File: src/rtl/jtframe_romarb_pkg.sv
// Shared definitions for the ROM arbiter: FSM encoding, the address-to-line
// shift for a given slot width, and the rotating priority picker.
package jtframe_romarb_pkg;

    localparam logic [1:0] ST_IDLE = 2'd0;
    localparam logic [1:0] ST_WAIT = 2'd1;
    localparam logic [1:0] ST_DATA = 2'd2;

    // Number of slot address bits that select a lane inside one 32-bit line.
    function automatic int line_shift(input int dw);
        int s;
        if (dw == 32'sd8) begin
            s = 32'sd2;
        end else if (dw == 32'sd16) begin
            s = 32'sd1;
        end else begin
            s = 32'sd0;
        end
        return s;
    endfunction

    // First set bit of mask at or after ptr, wrapping modulo slots.
    // With ptr = 0 this degenerates to lowest-index-wins.
    function automatic logic [3:0] rr_pick(input logic [15:0] mask,
                                           input logic [3:0]  ptr,
                                           input logic [4:0]  slots);
        logic [3:0] pick;
        logic       found;
        logic [4:0] idx;
        pick  = 4'd0;
        found = 1'b0;
        for (int k = 0; k < 16; k++) begin
            idx = {1'b0, ptr} + 5'(k);
            if (idx >= slots) begin
                idx = idx - slots;
            end else begin
                idx = idx;
            end
            if (!found && (5'(k) < slots) && mask[idx[3:0]]) begin
                pick  = idx[3:0];
                found = 1'b1;
            end else begin
                found = found;
            end
        end
        return pick;
    endfunction

endpackage

File: src/rtl/jtframe_romarb_slot.sv
// One-line 32-bit cache for a single ROM slot: tag/valid/data storage,
// hit compare and lane selection towards the slot consumer.
module jtframe_romarb_slot
    import jtframe_romarb_pkg::*;
#(
    parameter int SLOT_AW = 20,
    parameter int DW      = 8,
    parameter int LW      = 18
)(
    input  logic               clk,
    input  logic               rst_n,
    input  logic               flush,
    input  logic [SLOT_AW-1:0] addr,
    input  logic               cs,
    input  logic               we,
    input  logic [LW-1:0]      wr_tag,
    input  logic [31:0]        wr_data,
    output logic [LW-1:0]      line,
    output logic [DW-1:0]      dout,
    output logic               hit,
    output logic               ok
);

    localparam int SH = line_shift(DW);

    logic          valid_r;
    logic [LW-1:0] tag_r;
    logic [31:0]   data_r;

    assign line = addr[SLOT_AW-1:SH];
    assign hit  = valid_r & (tag_r == line);
    assign ok   = cs & hit;

    // Cache line storage; flush beats a simultaneous fill.
    always_ff @(posedge clk or negedge rst_n) begin
        if (!rst_n) begin
            valid_r <= 1'b0;
            tag_r   <= '0;
            data_r  <= 32'd0;
        end else if (flush) begin
            valid_r <= 1'b0;
        end else if (we) begin
            valid_r <= 1'b1;
            tag_r   <= wr_tag;
            data_r  <= wr_data;
        end
    end

    if (DW == 8) begin : g_lane8
        // Byte lane select, lane 0 is the lowest byte.
        always_comb begin
            case (addr[1:0])
                2'd0:    dout = data_r[7:0];
                2'd1:    dout = data_r[15:8];
                2'd2:    dout = data_r[23:16];
                2'd3:    dout = data_r[31:24];
                default: dout = data_r[7:0];
            endcase
        end
    end else if (DW == 16) begin : g_lane16
        // Halfword lane select, lower address in the low half.
        always_comb begin
            if (addr[0]) begin
                dout = data_r[31:16];
            end else begin
                dout = data_r[15:0];
            end
        end
    end else begin : g_lane32
        assign dout = data_r;
    end

endmodule

File: src/rtl/jtframe_romarb.sv
// SDRAM read-only arbiter for N cached ROM slots. Misses are granted one at
// a time onto a single read port; the FSM re-arbitrates in the data cycle so
// consecutive fetches run without an idle gap.
module jtframe_romarb
    import jtframe_romarb_pkg::*;
#(
    parameter int SLOTS   = 4,
    parameter int SLOT_AW = 20,
    parameter int DW      = 8,
    parameter int AW      = 22,
    parameter int RR      = 0,
    parameter logic [SLOTS*AW-1:0] OFFSETS = '0
)(
    input  logic                     clk,
    input  logic                     rst_n,
    input  logic                     vblank,
    input  logic                     flush,
    input  logic [SLOTS*SLOT_AW-1:0] slot_addr,
    input  logic [SLOTS-1:0]         slot_cs,
    output logic [SLOTS*DW-1:0]      slot_dout,
    output logic [SLOTS-1:0]         slot_ok,
    output logic                     sdram_req,
    input  logic                     sdram_ack,
    output logic [AW-1:0]            sdram_addr,
    input  logic                     data_rdy,
    input  logic [31:0]              data_read,
    output logic                     refresh_en,
    output logic                     ready
);

    localparam int         LW     = SLOT_AW - line_shift(DW);
    localparam logic [4:0] NSLOTS = 5'(SLOTS);
    localparam logic [3:0] LAST   = 4'(SLOTS - 1);

    logic [1:0]    state_r, state_n;
    logic          req_r, req_n;
    logic [AW-1:0] addr_r, addr_n;
    logic [3:0]    grant_r, grant_n;
    logic [LW-1:0] tag_r, tag_n;
    logic [3:0]    ptr_r, ptr_n;
    logic          discard_r, discard_n;
    logic          refresh_r;
    logic [3:0]    rdy_sr_r;

    logic [SLOTS-1:0] hit_s, own_s, miss_s, we_s;
    logic [LW-1:0]    line_s [SLOTS];
    logic [AW-1:0]    cand_addr_s [SLOTS];
    logic [15:0]      miss16_s;
    logic [3:0]       pick_s;
    logic [LW-1:0]    pick_line_s;
    logic [AW-1:0]    pick_addr_s;
    logic             busy_s, any_miss_s, done_s, issue_s;

    for (genvar i = 0; i < SLOTS; i++) begin : g_slot
        jtframe_romarb_slot #(
            .SLOT_AW (SLOT_AW),
            .DW      (DW),
            .LW      (LW)
        ) u_slot (
            .clk     (clk),
            .rst_n   (rst_n),
            .flush   (flush),
            .addr    (slot_addr[i*SLOT_AW +: SLOT_AW]),
            .cs      (slot_cs[i]),
            .we      (we_s[i]),
            .wr_tag  (tag_r),
            .wr_data (data_read),
            .line    (line_s[i]),
            .dout    (slot_dout[i*DW +: DW]),
            .hit     (hit_s[i]),
            .ok      (slot_ok[i])
        );
        assign cand_addr_s[i] = OFFSETS[i*AW +: AW] + AW'({line_s[i], 1'b0});
    end

    assign busy_s     = (state_r != ST_IDLE);
    assign done_s     = data_rdy & ((state_r == ST_DATA) | ((state_r == ST_WAIT) & sdram_ack));
    assign miss_s     = slot_cs & ~hit_s & ~own_s;
    assign any_miss_s = |miss_s;
    assign issue_s    = any_miss_s & ((state_r == ST_IDLE) | done_s);
    assign miss16_s   = 16'(miss_s);
    assign pick_s     = rr_pick(miss16_s, (RR != 32'sd0) ? ptr_r : 4'd0, NSLOTS);

    // In-flight slot mask and fill write strobes; a discarded or flushed fill never writes.
    always_comb begin
        own_s = '0;
        we_s  = '0;
        for (int i = 0; i < SLOTS; i++) begin
            own_s[i] = busy_s & (grant_r == 4'(i));
            we_s[i]  = done_s & ~discard_r & ~flush & (grant_r == 4'(i));
        end
    end

    // Line and SDRAM address of the arbitration winner.
    always_comb begin
        pick_line_s = line_s[0];
        pick_addr_s = cand_addr_s[0];
        for (int i = 1; i < SLOTS; i++) begin
            pick_line_s = (pick_s == 4'(i)) ? line_s[i]      : pick_line_s;
            pick_addr_s = (pick_s == 4'(i)) ? cand_addr_s[i] : pick_addr_s;
        end
    end

    // Request FSM next state: issue on a miss, drop req on ack, finish on data.
    always_comb begin
        state_n   = state_r;
        req_n     = req_r;
        addr_n    = addr_r;
        grant_n   = grant_r;
        tag_n     = tag_r;
        ptr_n     = ptr_r;
        discard_n = discard_r | (busy_s & flush);
        if (issue_s) begin
            state_n   = ST_WAIT;
            req_n     = 1'b1;
            addr_n    = pick_addr_s;
            grant_n   = pick_s;
            tag_n     = pick_line_s;
            discard_n = 1'b0;
            ptr_n     = (RR != 32'sd0) ? ((pick_s == LAST) ? 4'd0 : pick_s + 4'd1) : ptr_r;
        end else if (done_s) begin
            state_n = ST_IDLE;
            req_n   = 1'b0;
        end else if ((state_r == ST_WAIT) && sdram_ack) begin
            state_n = ST_DATA;
            req_n   = 1'b0;
        end else if ((state_r == ST_IDLE) || (state_r == ST_WAIT) || (state_r == ST_DATA)) begin
            state_n = state_r;
        end else begin
            state_n = ST_IDLE;
            req_n   = 1'b0;
        end
    end

    // FSM and request registers.
    always_ff @(posedge clk or negedge rst_n) begin
        if (!rst_n) begin
            state_r   <= ST_IDLE;
            req_r     <= 1'b0;
            addr_r    <= '0;
            grant_r   <= 4'd0;
            tag_r     <= '0;
            ptr_r     <= 4'd0;
            discard_r <= 1'b0;
        end else begin
            state_r   <= state_n;
            req_r     <= req_n;
            addr_r    <= addr_n;
            grant_r   <= grant_n;
            tag_r     <= tag_n;
            ptr_r     <= ptr_n;
            discard_r <= discard_n;
        end
    end

    // Refresh permitted only while idle, with no pending miss, during vblank.
    always_ff @(posedge clk or negedge rst_n) begin
        if (!rst_n) begin
            refresh_r <= 1'b1;
        end else begin
            refresh_r <= (state_r == ST_IDLE) & ~any_miss_s & vblank;
        end
    end

    // Ready rises after four clocks out of reset.
    always_ff @(posedge clk or negedge rst_n) begin
        if (!rst_n) begin
            rdy_sr_r <= 4'd0;
        end else begin
            rdy_sr_r <= {rdy_sr_r[2:0], 1'b1};
        end
    end

    assign sdram_req  = req_r;
    assign sdram_addr = addr_r;
    assign refresh_en = refresh_r;
    assign ready      = rdy_sr_r[3];

endmodule

File: config.mk
export PLATFORM = sky130hd
export DESIGN_NAME = jtframe_romarb
export DESIGN_NICKNAME = d
export VERILOG_FILES = /design/src/rtl/jtframe_romarb_pkg.sv /design/src/rtl/jtframe_romarb_slot.sv /design/src/rtl/jtframe_romarb.sv
export SDC_FILE = /design/constraint.sdc
export NUM_CORES = 1
export LEC_CHECK = 0
export ABC_AREA = 1
export CAP_MARGIN = 20
export CORE_ASPECT_RATIO = 1.25
export CORE_MARGIN = 2
export CORE_UTILIZATION = 39
export DETAILED_ROUTE_END_ITERATION = 8
export DONT_BUFFER_PORTS = 1
export PLACE_DENSITY_LB_ADDON = 0.2
export SLEW_MARGIN = 20
export SYNTH_ARGS = -nofsm -noshare
export SYNTH_HDL_FRONTEND = slang
export SYNTH_SLANG_ARGS = --single-unit
File: constraint.sdc
create_clock -name clk -period 1.75 [get_ports clk]
set_input_delay 0.35 -clock clk [delete_from_list [all_inputs] [get_ports clk]]
set_output_delay 0.35 -clock clk [all_outputs]
set_load 0.01 [all_outputs]
==> flow_summary_export.csv, run 1 <==
group,metric,value,unit
status,status,"finished with violations",
status,violations,"hold timing, setup timing",
power_and_ir_drop,pwr_density_cell,1494,nW/um^2
setup_path,required,1.40,ns
cells_and_area,fin_nets,1999,
setup_path,path_buf_inv,3,
placement,dpl_cell_area,13390,um^2
detailed_routing,num_vias,12090,
sta,fin_worst_skew,0.009785,ns
setup_path,crit_end,"slot_ok[3]",
sta,slew_headroom,0.4939,
worst_hold_path,hold_path_class,"in -> async",
setup_path,critPathMaxFanout,3,
setup_path,criticalPathCategory,"reg -> out",
clock_network,cts_sinks,232,
synth,syn-cell-area,11800,um^2
sta,clock.fmax,0.4300,GHz
synth,yosys_warnings,0,
detailed_routing,drt-wirelength-per-cell,22.53,um
setup_path,cp.depth,10,
setup_path,r2r-end,"sdram_addr[18]",
sta,final.setup.worst_slack,-0.5755,ns
clock_network,cts_made_buffers,26,
detailed_routing,first_iter_violations,880,
setup_path,reg2reg_from,"g_slot[1].u_slot.tag_r[13]",
detailed_routing,wl,51730,um
clock_network,cts_tree,"done",
detailed_routing,ant_nets,0,
setup_path,worst_ep_arrival_time,1.98,ns
clock_network,cts_buffer_depth,3,
synth,avgSynthCellArea,7.227,um^2
sta,fin_crit_sh,1.329,
clock_network,clockRootBuffer,"clkbuf_16",
placement,gp_congestion,0.9230,
sta,tightest_slew,0.7567,ns
global_route,grt_overflow,0,
global_route,grt_pass1_wl,73020,um
cells_and_area,drive_gt1_frac,0.4021,
floorplan,row_count,71,
synth,ys_ff_latch,232,
setup_path,endpoint_kind,"primary output",
placement,hpwl,29360,um
sta,setup-violations-final,231,
placement,port_buffers,0,
global_route,antenna_found_initial,1,
cells_and_area,area_growth,58.40,%
floorplan,die_h,198.4,um
detailed_routing,firstDrtPassIters,5,
sta,drv_slew,0,
setup_path,cp-start-kind,"flip-flop",
cells_and_area,fin_area,18680,um^2
cells_and_area,n_antenna_cell,0,
floorplan,dieArea,31660,um^2
floorplan,start_util,0.3940,
sta,fin_crit,2.325,ns
cells_and_area,nFillCells,2442,
synth,syn_inst,1632,
power_and_ir_drop,p_leak,9.163,nW
sta,fin_hold_ws,-0.4949,ns
setup_path,path_delay_family,"simple AND/OR/NAND/NOR gates",
clock_network,cts_hold_buf,4,
sta,hold_viol,232,
job,maxCapViolCount,0,
floorplan,die_w,159.5,um
floorplan,core_area,29940,um^2
power_and_ir_drop,finalPower,27.91,mW
power_and_ir_drop,peakVddDrop,1.043,mV
global_route,grt_max_degree,233,
setup_path,cp_cell_sequence,"inv_1, nand2_1, o21ai_1, nor2_1, nand2_1, nor2_2, nand3_4, buf_6, nor2_4, buf_6",
setup_path,regToRegSetupSlack,-0.36,ns
global_route,gr-usage-all-layers,0.3090,
clock_network,path_clk_slew,0.06,ns
cells_and_area,utilization,0.6241,
clock_network,clk_latency,0.54,ns
setup_path,cp_slowest_cell,"dfrtp_1",
synth,synth_cell_types,34,
synth,ys_seq_area_frac,0.4923,
detailed_routing,viasPerCell,5.264,
clock_network,htreeDepth,1,
global_route,grt_pass1_vias,12150,
floorplan,top_level_ports,183,
setup_path,startpoint,"g_slot[3].u_slot.tag_r[15]",
setup_path,max_stage_delay,0.41,ns
setup_path,rr_worst_depth,15,
sta,rsz0062_at_grt,"true",
detailed_routing,drc_errors,0,
## logic make-up after synthesis
family / synth area share
AND/OR/NAND/NOR: 0.3025
buffers and inverters: 0.1001
flip-flops: 0.4923
AO/OA/AOI/OAI: 0.09621
XOR/XNOR: 0.008168
other: 0.0006367
## state kept, by name, summed over array words and instances, names as in the netlist
signal / cells
rdy_sr_r: 4
sdram_addr: 18
grant_r: 2
discard_r: 1
refresh_en: 1
g_slot.u_slot.valid_r: 4
state_r: 2
g_slot.u_slot.tag_r: 72
g_slot.u_slot.data_r: 128
## Yosys cell counts, drive strengths merged
cell type  number  area (um^2)
a21oi           7        35.03
a22oi           1        12.51
buf            33        214.0
clkbuf         34        127.6
conb            2        7.510
dfrtp         231         5781
dfstp           1        26.28
inv           223        839.6
nand2         648         2475
nand3          62        320.3
nand3b          5        37.54
nand4          39        244.0
nor2          113        451.7
nor3            3        15.01
nor4            2        18.77
o2111ai         1        8.760
o211ai          1        7.510
o21ai         214         1071
or2             1        6.260
xnor2           4        35.03
xor2            7        61.31
## metal layers
| layer | global-route usage | up-vias | part of all wire |
|---|---|---|---|
| met3 | 0.05776 | 204 | 0.067 |
| met2 | 0.5472 | 540 | 0.51 |
| met5 | 0 | - | 0.00027 |
| li1 | - | 5600 | - |
| met1 | 0.3336 | 5740 | 0.34 |
| met4 | 0.2192 | 2 | 0.082 |
## placed cells by master (no fill, tap or decap), types with 3 or more instances in the layout
cell type and count:
a21oi_1 3, a21oi_4 4, buf_12 29, buf_16 40, buf_4 150, buf_6 35, buf_8 9, clkbuf_16 38
clkbuf_8 11, clkinv_2 5, conb_1 5, dfrtp_1 231, dlygate4sd3_1 4, inv_1 211, inv_2 10, nand2_1 413
nand2_2 102, nand2_4 126, nand2_8 10, nand3_1 44, nand3_2 15, nand3_4 3, nand3b_1 5, nand4_1 39
nor2_1 83, nor2_2 18, nor2_4 12, o21ai_1 77, o21ai_2 132, o21ai_4 3, xor2_1 7
## stage by stage
stage	setup slack, ns	instances	TNS, ns
after CTS	-0.6015	2278	-69.75
after global routing	-0.6470	2296	-74.93
final	-0.5755	2296	-48.89
after global placement	-0.4442	2134	-18.32
after detailed placement	-0.4666	2134	-25.55
after floorplan	0.02449	1635	0
## repair_timing
action | in CTS | in global routing
cloned | 52 | 14
pin swaps | 33 | 39
endpoints found under the hold margin | 240 | 232
endpoints found under the setup margin | 231 | 231
gates resized for setup | 490 | 401
setup buffers | 44 | 25
## where the power goes
group	total [mW]	internal [mW]	switching, mW	leakage [nW]
registers	9.97	7.56	2.41	3.02
clock network	5.69	3.40	2.29	0.448
logic	12.2	5.81	6.44	5.70
## worst min path at each step
| stage | to | slack, ns | cells after the start |
|---|---|---|---|
| final | g_slot[2].u_slot.tag_r[1] | -0.49 | 0 |
| after global placement | g_slot[2].u_slot.tag_r[1] | 0.06 | 0 |
| after detailed placement | g_slot[2].u_slot.tag_r[1] | 0.06 | 0 |
| after floorplan | discard_r | 0.05 | 0 |
| after CTS | g_slot[2].u_slot.tag_r[1] | -0.51 | 0 |
| after global routing | g_slot[2].u_slot.tag_r[3] | -0.51 | 0 |
## area by class of cell
class | instances | area, um^2 | area share
clock buffer | 40 | 834.6 | 0.04467
inverter | 223 | 844.6 | 0.04520
sequential | 232 | 5807 | 0.3108
multi-input combinational | 1116 | 6988 | 0.3740
timing repair buffer | 278 | 3652 | 0.1955
tap | 401 | 501.7 | 0.02686
clock inverter | 6 | 55.05 | 0.002947
Note: power is estimated with default switching activity, not from simulation.
==> run 2: changes to the inputs <==
--- a/config.mk
+++ b/config.mk
@@ -16,4 +16,5 @@
 export SLEW_MARGIN = 20
 export SYNTH_ARGS = -nofsm -noshare
 export SYNTH_HDL_FRONTEND = slang
+export SYNTH_HIERARCHICAL = 1
 export SYNTH_SLANG_ARGS = --single-unit
==> run 2 against run 1 <==
Effect of this change:
- the flow still finishes with violations (hold timing, setup timing)
- register-to-register slack got worse by 0.16 ns
- flip-flop and latch count did not move
- non-clock buffer count fell by 43
- synthesized area rose by 14%
- largest power group is now registers
==> flow_summary_export.csv, run 2 <==
group,metric,value,unit
setup_path,regToRegSetupSlack,-0.52,ns
clock_network,cts_made_buffers,28,
sta,fin_crit_sh,1.299,
sta,clock.fmax,0.4400,GHz
clock_network,cts_buffer_depth,3,
detailed_routing,viasPerCell,4.934,
global_route,grt_max_degree,233,
cells_and_area,final_cell_mix,"418 x nand2_1, 230 x dfrtp_1, 199 x inv_1",
cells_and_area,final_common_cell,"nand2_1",
sta,fin_worst_skew,0.01736,ns
synth,yosysMostFrequentCell,"nand2_1",
placement,hpwl,28330,um
power_and_ir_drop,p_leak,9.302,nW
synth,yosys_warnings,6,
sta,setup-violations-final,230,
status,violations,"hold timing, setup timing",
synth,ys_ff_latch,232,
sta,tightest_slew,0.7464,ns
global_route,busiest_layer,"met2",
setup_path,critPathMaxFanout,19,
sta,rsz0062_at_grt,"true",
setup_path,reg2reg_from,"state_r[1]",
worst_hold_path,hold_path_class,"in -> async",
detailed_routing,num_vias,10330,
clock_network,cts_tree,"done",
cells_and_area,drive_gt1_frac,0.3698,
sta,final.setup.worst_slack,-0.5225,ns
setup_path,worst_ep_arrival_time,2.70,ns
sta,fin_hold_ws,-0.4970,ns
floorplan,die_h,211.2,um
placement,post-place-ws,-0.5419,ns
cells_and_area,largest_reg_flops,128,
floorplan,core_area,33690,um^2
setup_path,r2r-end,"g_slot[3].u_slot/data_r[20]",
global_route,gr-usage-all-layers,0.2319,
power_and_ir_drop,internal_power,16.15,mW
global_route,grt_pass1_wl,62570,um
clock_network,cts_sinks,232,
cells_and_area,n_antenna_cell,0,
power_and_ir_drop,power_switching_share,0.3507,
status,status,"finished with violations",
global_route,met2_usage,0.4042,
detailed_routing,wl,42230,um
global_route,antenna_found_initial,0,
clock_network,htreeDepth,1,
cells_and_area,regMostFlops,"g_slot.u_slot/data_r",
synth,syn-cell-area,13400,um^2
power_and_ir_drop,pwr_density_cell,1444,nW/um^2
synth,synth_area_leaders,"dfrtp_1 43%, mux2_4 14%, nand2_1 12%, inv_1 6.0%, buf_4 4.4%",
detailed_routing,first_iter_violations,654,
clock_network,clk_latency,0.55,ns
synth,synth_top_flop_cell,"dfrtp_1",
clock_network,cts_hold_buf,36,
clock_network,clockRootBuffer,"clkbuf_16",
setup_path,cp-start-kind,"flip-flop",
global_route,grtUsageMet3,0.05640,
global_route,met1_usage,0.2726,
synth,synth_cell_types,35,
detailed_routing,drc_errors,0,
synth,avgSynthCellArea,8.949,um^2
synth,synth_commonest_cells,"431 x nand2_1, 231 x dfrtp_1, 215 x inv_1, 130 x nor2_1, 124 x mux2_4",
power_and_ir_drop,switchingPower,8.720,mW
job,maxCapViolCount,0,
placement,port_buffers,0,
sta,fin_crit,2.273,ns
power_and_ir_drop,share_comb_of_total_power,0.378,
power_and_ir_drop,power_frac_seq,0.386,
sta,slew_headroom,0.5024,
setup_path,criticalPathCategory,"reg -> reg",
cells_and_area,area_growth,28.54,%
synth,syn_inst,1497,
detailed_routing,ant_nets,0,
sta,drv_slew,0,
setup_path,rr_worst_depth,10,
synth,netlist.area_leader.share,0.4315,
floorplan,die_w,169.8,um
synth,synth_edf_count,0,
clock_network,path_clk_slew,0.06,ns
sta,hold_viol,232,
setup_path,endpoint_kind,"flip-flop",
floorplan,row_count,75,
power_and_ir_drop,peakVddDrop,0.8679,mV
floorplan,top_level_ports,183,
global_route,grt_pass1_vias,10430,
cells_and_area,fin_nets,1771,
floorplan,dieArea,35860,um^2
setup_path,required,2.18,ns
synth,ys_seq_area_frac,0.4335,
placement,gp_congestion,0.8824,
floorplan,start_util,0.3977,
power_and_ir_drop,power_frac_clock,0.236,
global_route,grt_overflow,0,
synth,yosysTopAreaCell,"dfrtp_1",
detailed_routing,firstDrtPassIters,7,
synth,async_reset_ff_frac,1.000,
detailed_routing,drt-wirelength-per-cell,20.16,um
==> run 2: routing by layer <==
metal | vias up | share of wire
met1 | 5023 | 0.39
met2 | 313 | 0.49
met5 | - | 0
met3 | 92 | 0.072
li1 | 4904 | -
met4 | 0 | 0.047
==> run 2: worst max-delay path: stages, from the launching register on <==
cell and delay [ns]:
dfrtp_1 0.39, inv_2 0.10, nand2_2 0.06, nand2_2 0.07
nand3_2 0.09, or3_4 0.43, nor2_4 0.13, inv_2 0.05
or2_4 0.32, buf_12 0.19, mux2_4 0.31
==> run 2: logic make-up (layout without fill, tap and decap cells) <==
| family | count (synthesis) | after routing | share of synthesized area |
|---|---|---|---|
| flip-flops | 232 | 232 | 0.4335 |
| XOR/XNOR | 12 | 12 | 0.007845 |
| buffers and inverters | 340 | 510 | 0.1430 |
| AND/OR/NAND/NOR | 694 | 695 | 0.2205 |
| multiplexers | 144 | 144 | 0.1558 |
| AO/OA/AOI/OAI | 73 | 73 | 0.03885 |
| other | 2 | 5 | 0.0005606 |
==> run 2: metrics by stage <==
step	setup TNS, ns	cell area [um^2]	util	instances	power [mW]
2_1_floorplan	-50.36	13490	-	1500	14.23
3_3_place_gp	-78.35	14170	0.4205	1941	17.09
3_5_place_dp	-82.22	14170	0.4205	1941	17.23
4_1_cts	-92.24	16700	0.4957	2078	24.53
5_1_grt	-117.46	17220	0.5112	2094	26.38
6_report	-100.91	17220	0.5112	2094	24.87
==> run 2: cell type report <==
type / instances / area [um^2]
Multi-Input combinational cell: 929 / 6466
Clock buffer: 48 / 887.1
Inverter: 223 / 844.6
Sequential cell: 232 / 5808
Clock inverter: 4 / 47.55
Timing Repair Buffer: 235 / 2638
Tap cell: 423 / 529.3
Fill cell: 3081 / 16470
==> run 2: power by group through the flow <==
| stage | registers (mW) | clock network, mW | logic (mW) |
|---|---|---|---|
| 2_1_floorplan | 8.58 | 0 | 5.65 |
| 3_3_place_gp | 9.39 | 0 | 7.70 |
| 3_5_place_dp | 9.42 | 0 | 7.81 |
| 4_1_cts | 9.51 | 6.04 | 8.98 |
| 5_1_grt | 9.84 | 6.25 | 10.3 |
| 6_report | 9.59 | 5.87 | 9.40 |
==> run 2: how the worst max path moves through the flow <==
stage / startpoint / end / slack [ns] / depth (start not counted)
2_1_floorplan: state_r[0] / g_slot[0].u_slot/data_r[10] / -0.32 / 10
3_3_place_gp: g_slot[0].u_slot/tag_r[4] / grant_r[1] / -0.53 / 14
3_5_place_dp: g_slot[0].u_slot/tag_r[4] / grant_r[1] / -0.54 / 14
4_1_cts: g_slot[2].u_slot/tag_r[3] / slot_ok[2] / -0.49 / 9
5_1_grt: state_r[1] / g_slot[2].u_slot/data_r[18] / -0.57 / 10
6_report: state_r[1] / g_slot[3].u_slot/data_r[20] / -0.52 / 10
==> run 2: repair_timing <==
| item | CTS | global route |
|---|---|---|
| gates cloned | 12 | 8 |
| hold endpoints to repair | 367 | 232 |
| endpoints found under the setup margin | 227 | 231 |
| resized for setup | 154 | 105 |
| buffers inserted | 37 | 25 |
| pin swaps | 62 | 53 |
==> run 3: changes to the inputs <==
--- a/config.mk
+++ b/config.mk
@@ -7,12 +7,15 @@
 export LEC_CHECK = 0
 export ABC_AREA = 1
 export CAP_MARGIN = 20
+export CELL_PAD_IN_SITES_DETAIL_PLACEMENT = 1
+export CELL_PAD_IN_SITES_GLOBAL_PLACEMENT = 2
 export CORE_ASPECT_RATIO = 1.25
 export CORE_MARGIN = 2
-export CORE_UTILIZATION = 39
+export CORE_UTILIZATION = 36
 export DETAILED_ROUTE_END_ITERATION = 8
 export DONT_BUFFER_PORTS = 1
-export PLACE_DENSITY_LB_ADDON = 0.2
+export PLACE_DENSITY = 0.86
+export RECOVER_POWER = 100
 export SLEW_MARGIN = 20
 export SYNTH_ARGS = -nofsm -noshare
 export SYNTH_HDL_FRONTEND = slang
==> run 3 against run 2 <==
Effect of this change:
- the run still ends with hold timing, setup timing left
- count of clock-buffer cells in the layout down 15
- critical path type unchanged
- register-to-register slack worse by 0.11 ns
- cell area up 4.6%
- largest cell class unchanged
- hold slack worse by 0.011 ns
- final cell count up 3.8%
- sequential share of layout area down 1.5 points
- die area up 8.2%
==> flow_summary_export.csv, run 3 (same netlist as run 2, synthesis figures left out) <==
group,metric,value,unit
setup_path,criticalPathCategory,"reg -> reg",
sta,rsz0062_at_grt,"true",
clock_network,cts_made_buffers,28,
setup_path,cp-start-kind,"flip-flop",
sta,fin_crit,2.385,ns
global_route,grt_max_degree,233,
clock_network,cts_sinks,232,
clock_network,cts_tree,"done",
detailed_routing,drc_errors,0,
sta,tightest_slew,0.7268,ns
power_and_ir_drop,peakVddDrop,1.040,mV
cells_and_area,final_cell_mix,"400 x nand2_1, 231 x dfrtp_1, 178 x inv_1",
detailed_routing,num_vias,10800,
floorplan,row_count,79,
setup_path,worst_ep_arrival_time,2.82,ns
cells_and_area,fin_nets,1787,
detailed_routing,ant_nets,0,
setup_path,required,2.18,ns
floorplan,top_level_ports,183,
clock_network,path_clk_slew,0.07,ns
worst_hold_path,hold_path_class,"in -> async",
sta,fin_crit_sh,1.363,
global_route,grt_pass1_vias,12160,
setup_path,r2r-end,"g_slot[2].u_slot/data_r[5]",
sta,slew_headroom,0.5155,
floorplan,die_h,219.7,um
status,status,"finished with violations",
cells_and_area,area_growth,34.42,%
sta,setup-violations-final,230,
detailed_routing,wl,51220,um
detailed_routing,drt-wirelength-per-cell,23.56,um
global_route,grt_overflow,0,
clock_network,clockRootBuffer,"clkbuf_16",
floorplan,core_area,36970,um^2
clock_network,htreeDepth,1,
cells_and_area,regMostFlops,"g_slot.u_slot/data_r",
setup_path,regToRegSetupSlack,-0.64,ns
placement,gp_congestion,0.8627,
power_and_ir_drop,pwr_density_cell,1491,nW/um^2
setup_path,rr_worst_depth,12,
floorplan,die_w,176.5,um
sta,final.setup.worst_slack,-0.6353,ns
detailed_routing,first_iter_violations,464,
sta,hold_viol,236,
placement,hpwl,31180,um
cells_and_area,drive_gt1_frac,0.4110,
sta,drv_slew,0,
status,violations,"hold timing, setup timing",
setup_path,reg2reg_from,"state_r[1]",
clock_network,cts_hold_buf,36,
global_route,antenna_found_initial,2,
setup_path,critPathMaxFanout,8,
power_and_ir_drop,finalPower,26.85,mW
sta,fin_hold_ws,-0.5084,ns
global_route,gr-usage-all-layers,0.2561,
clock_network,clk_latency,0.57,ns
power_and_ir_drop,p_leak,9.465,nW
sta,clock.fmax,0.4192,GHz
job,maxCapViolCount,0,
detailed_routing,viasPerCell,4.969,
cells_and_area,final_common_cell,"nand2_1",
clock_network,cts_buffer_depth,3,
setup_path,endpoint_kind,"flip-flop",
floorplan,dieArea,38780,um^2
placement,post-place-ws,-0.5509,ns
sta,setup_tns,-117.27,ns
sta,fin_worst_skew,0.01237,ns
cells_and_area,fin_cells,2174,
global_route,grt_pass1_wl,74510,um
floorplan,start_util,0.3624,
placement,post-place-cells,1997,
cells_and_area,largest_reg_flops,128,
placement,port_buffers,0,
detailed_routing,firstDrtPassIters,4,
[run 3: repair_timing]
action,in CTS,in global routing
cloned,25,7
hold endpoints to repair,368,236
setup endpoints to repair,227,231
resized for setup,192,183
pin swaps,33,74
buffers inserted,53,29
[run 3: worst max path at each step]
stage | startpoint | endpoint | slack, ns | cells after the start
3_5_place_dp | g_slot[0].u_slot/tag_r[9] | sdram_addr[16] | -0.55 | 17
4_1_cts | state_r[1] | g_slot[2].u_slot/data_r[6] | -0.53 | 11
2_1_floorplan | state_r[0] | g_slot[0].u_slot/data_r[10] | -0.32 | 10
5_1_grt | state_r[1] | g_slot[2].u_slot/data_r[5] | -0.67 | 12
3_3_place_gp | g_slot[0].u_slot/tag_r[0] | sdram_addr[16] | -0.51 | 17
6_report | state_r[1] | g_slot[2].u_slot/data_r[5] | -0.64 | 12
[run 3: report_power, final]
group | switching [mW] | internal [mW]
Sequential | 2.41 | 7.39
Clock | 2.60 | 3.85
Combinational | 5.03 | 5.58
Total | 10.0 | 16.8
[run 3: metrics by stage]
stage                     instance area (um^2)    util
after global routing                     18010  0.4871
after floorplan                          13490       -
after CTS                                17370  0.4699
after global placement                   14190  0.3839
final                                    18010  0.4871
after detailed placement                 14190  0.3839
[run 3: routing by layer]
metal,share of wire,GRT usage,wire length (um),vias up
met2,0.53,0.4779,27240,305
met4,0.041,0.1127,2084,0
li1,-,-,-,4925
met1,0.36,0.2717,18680,5463
met5,0,0,0,-
met3,0.063,0.06142,3212,109
[run 3: layout make-up]
type | instances | area (um^2)
fill | 4141 | 18960
multi-input combinational | 928 | 6710
sequential | 232 | 5807
timing repair buffer | 252 | 3025
inverter | 223 | 857.1
clock buffer | 33 | 760.7
tap | 486 | 608.1
clock inverter | 18 | 234.0
antenna | 2 | 5.005
[run 3: critical path, cell delays in order (launching register included)]
cell	delay, ns
dfrtp_1	0.40
inv_2	0.09
nand2_2	0.05
nand2_2	0.07
nand3_2	0.08
or3_4	0.38
buf_6	0.15
nor2_4	0.09
inv_2	0.05
or2_4	0.27
buf_4	0.16
buf_16	0.15
mux2_4	0.30
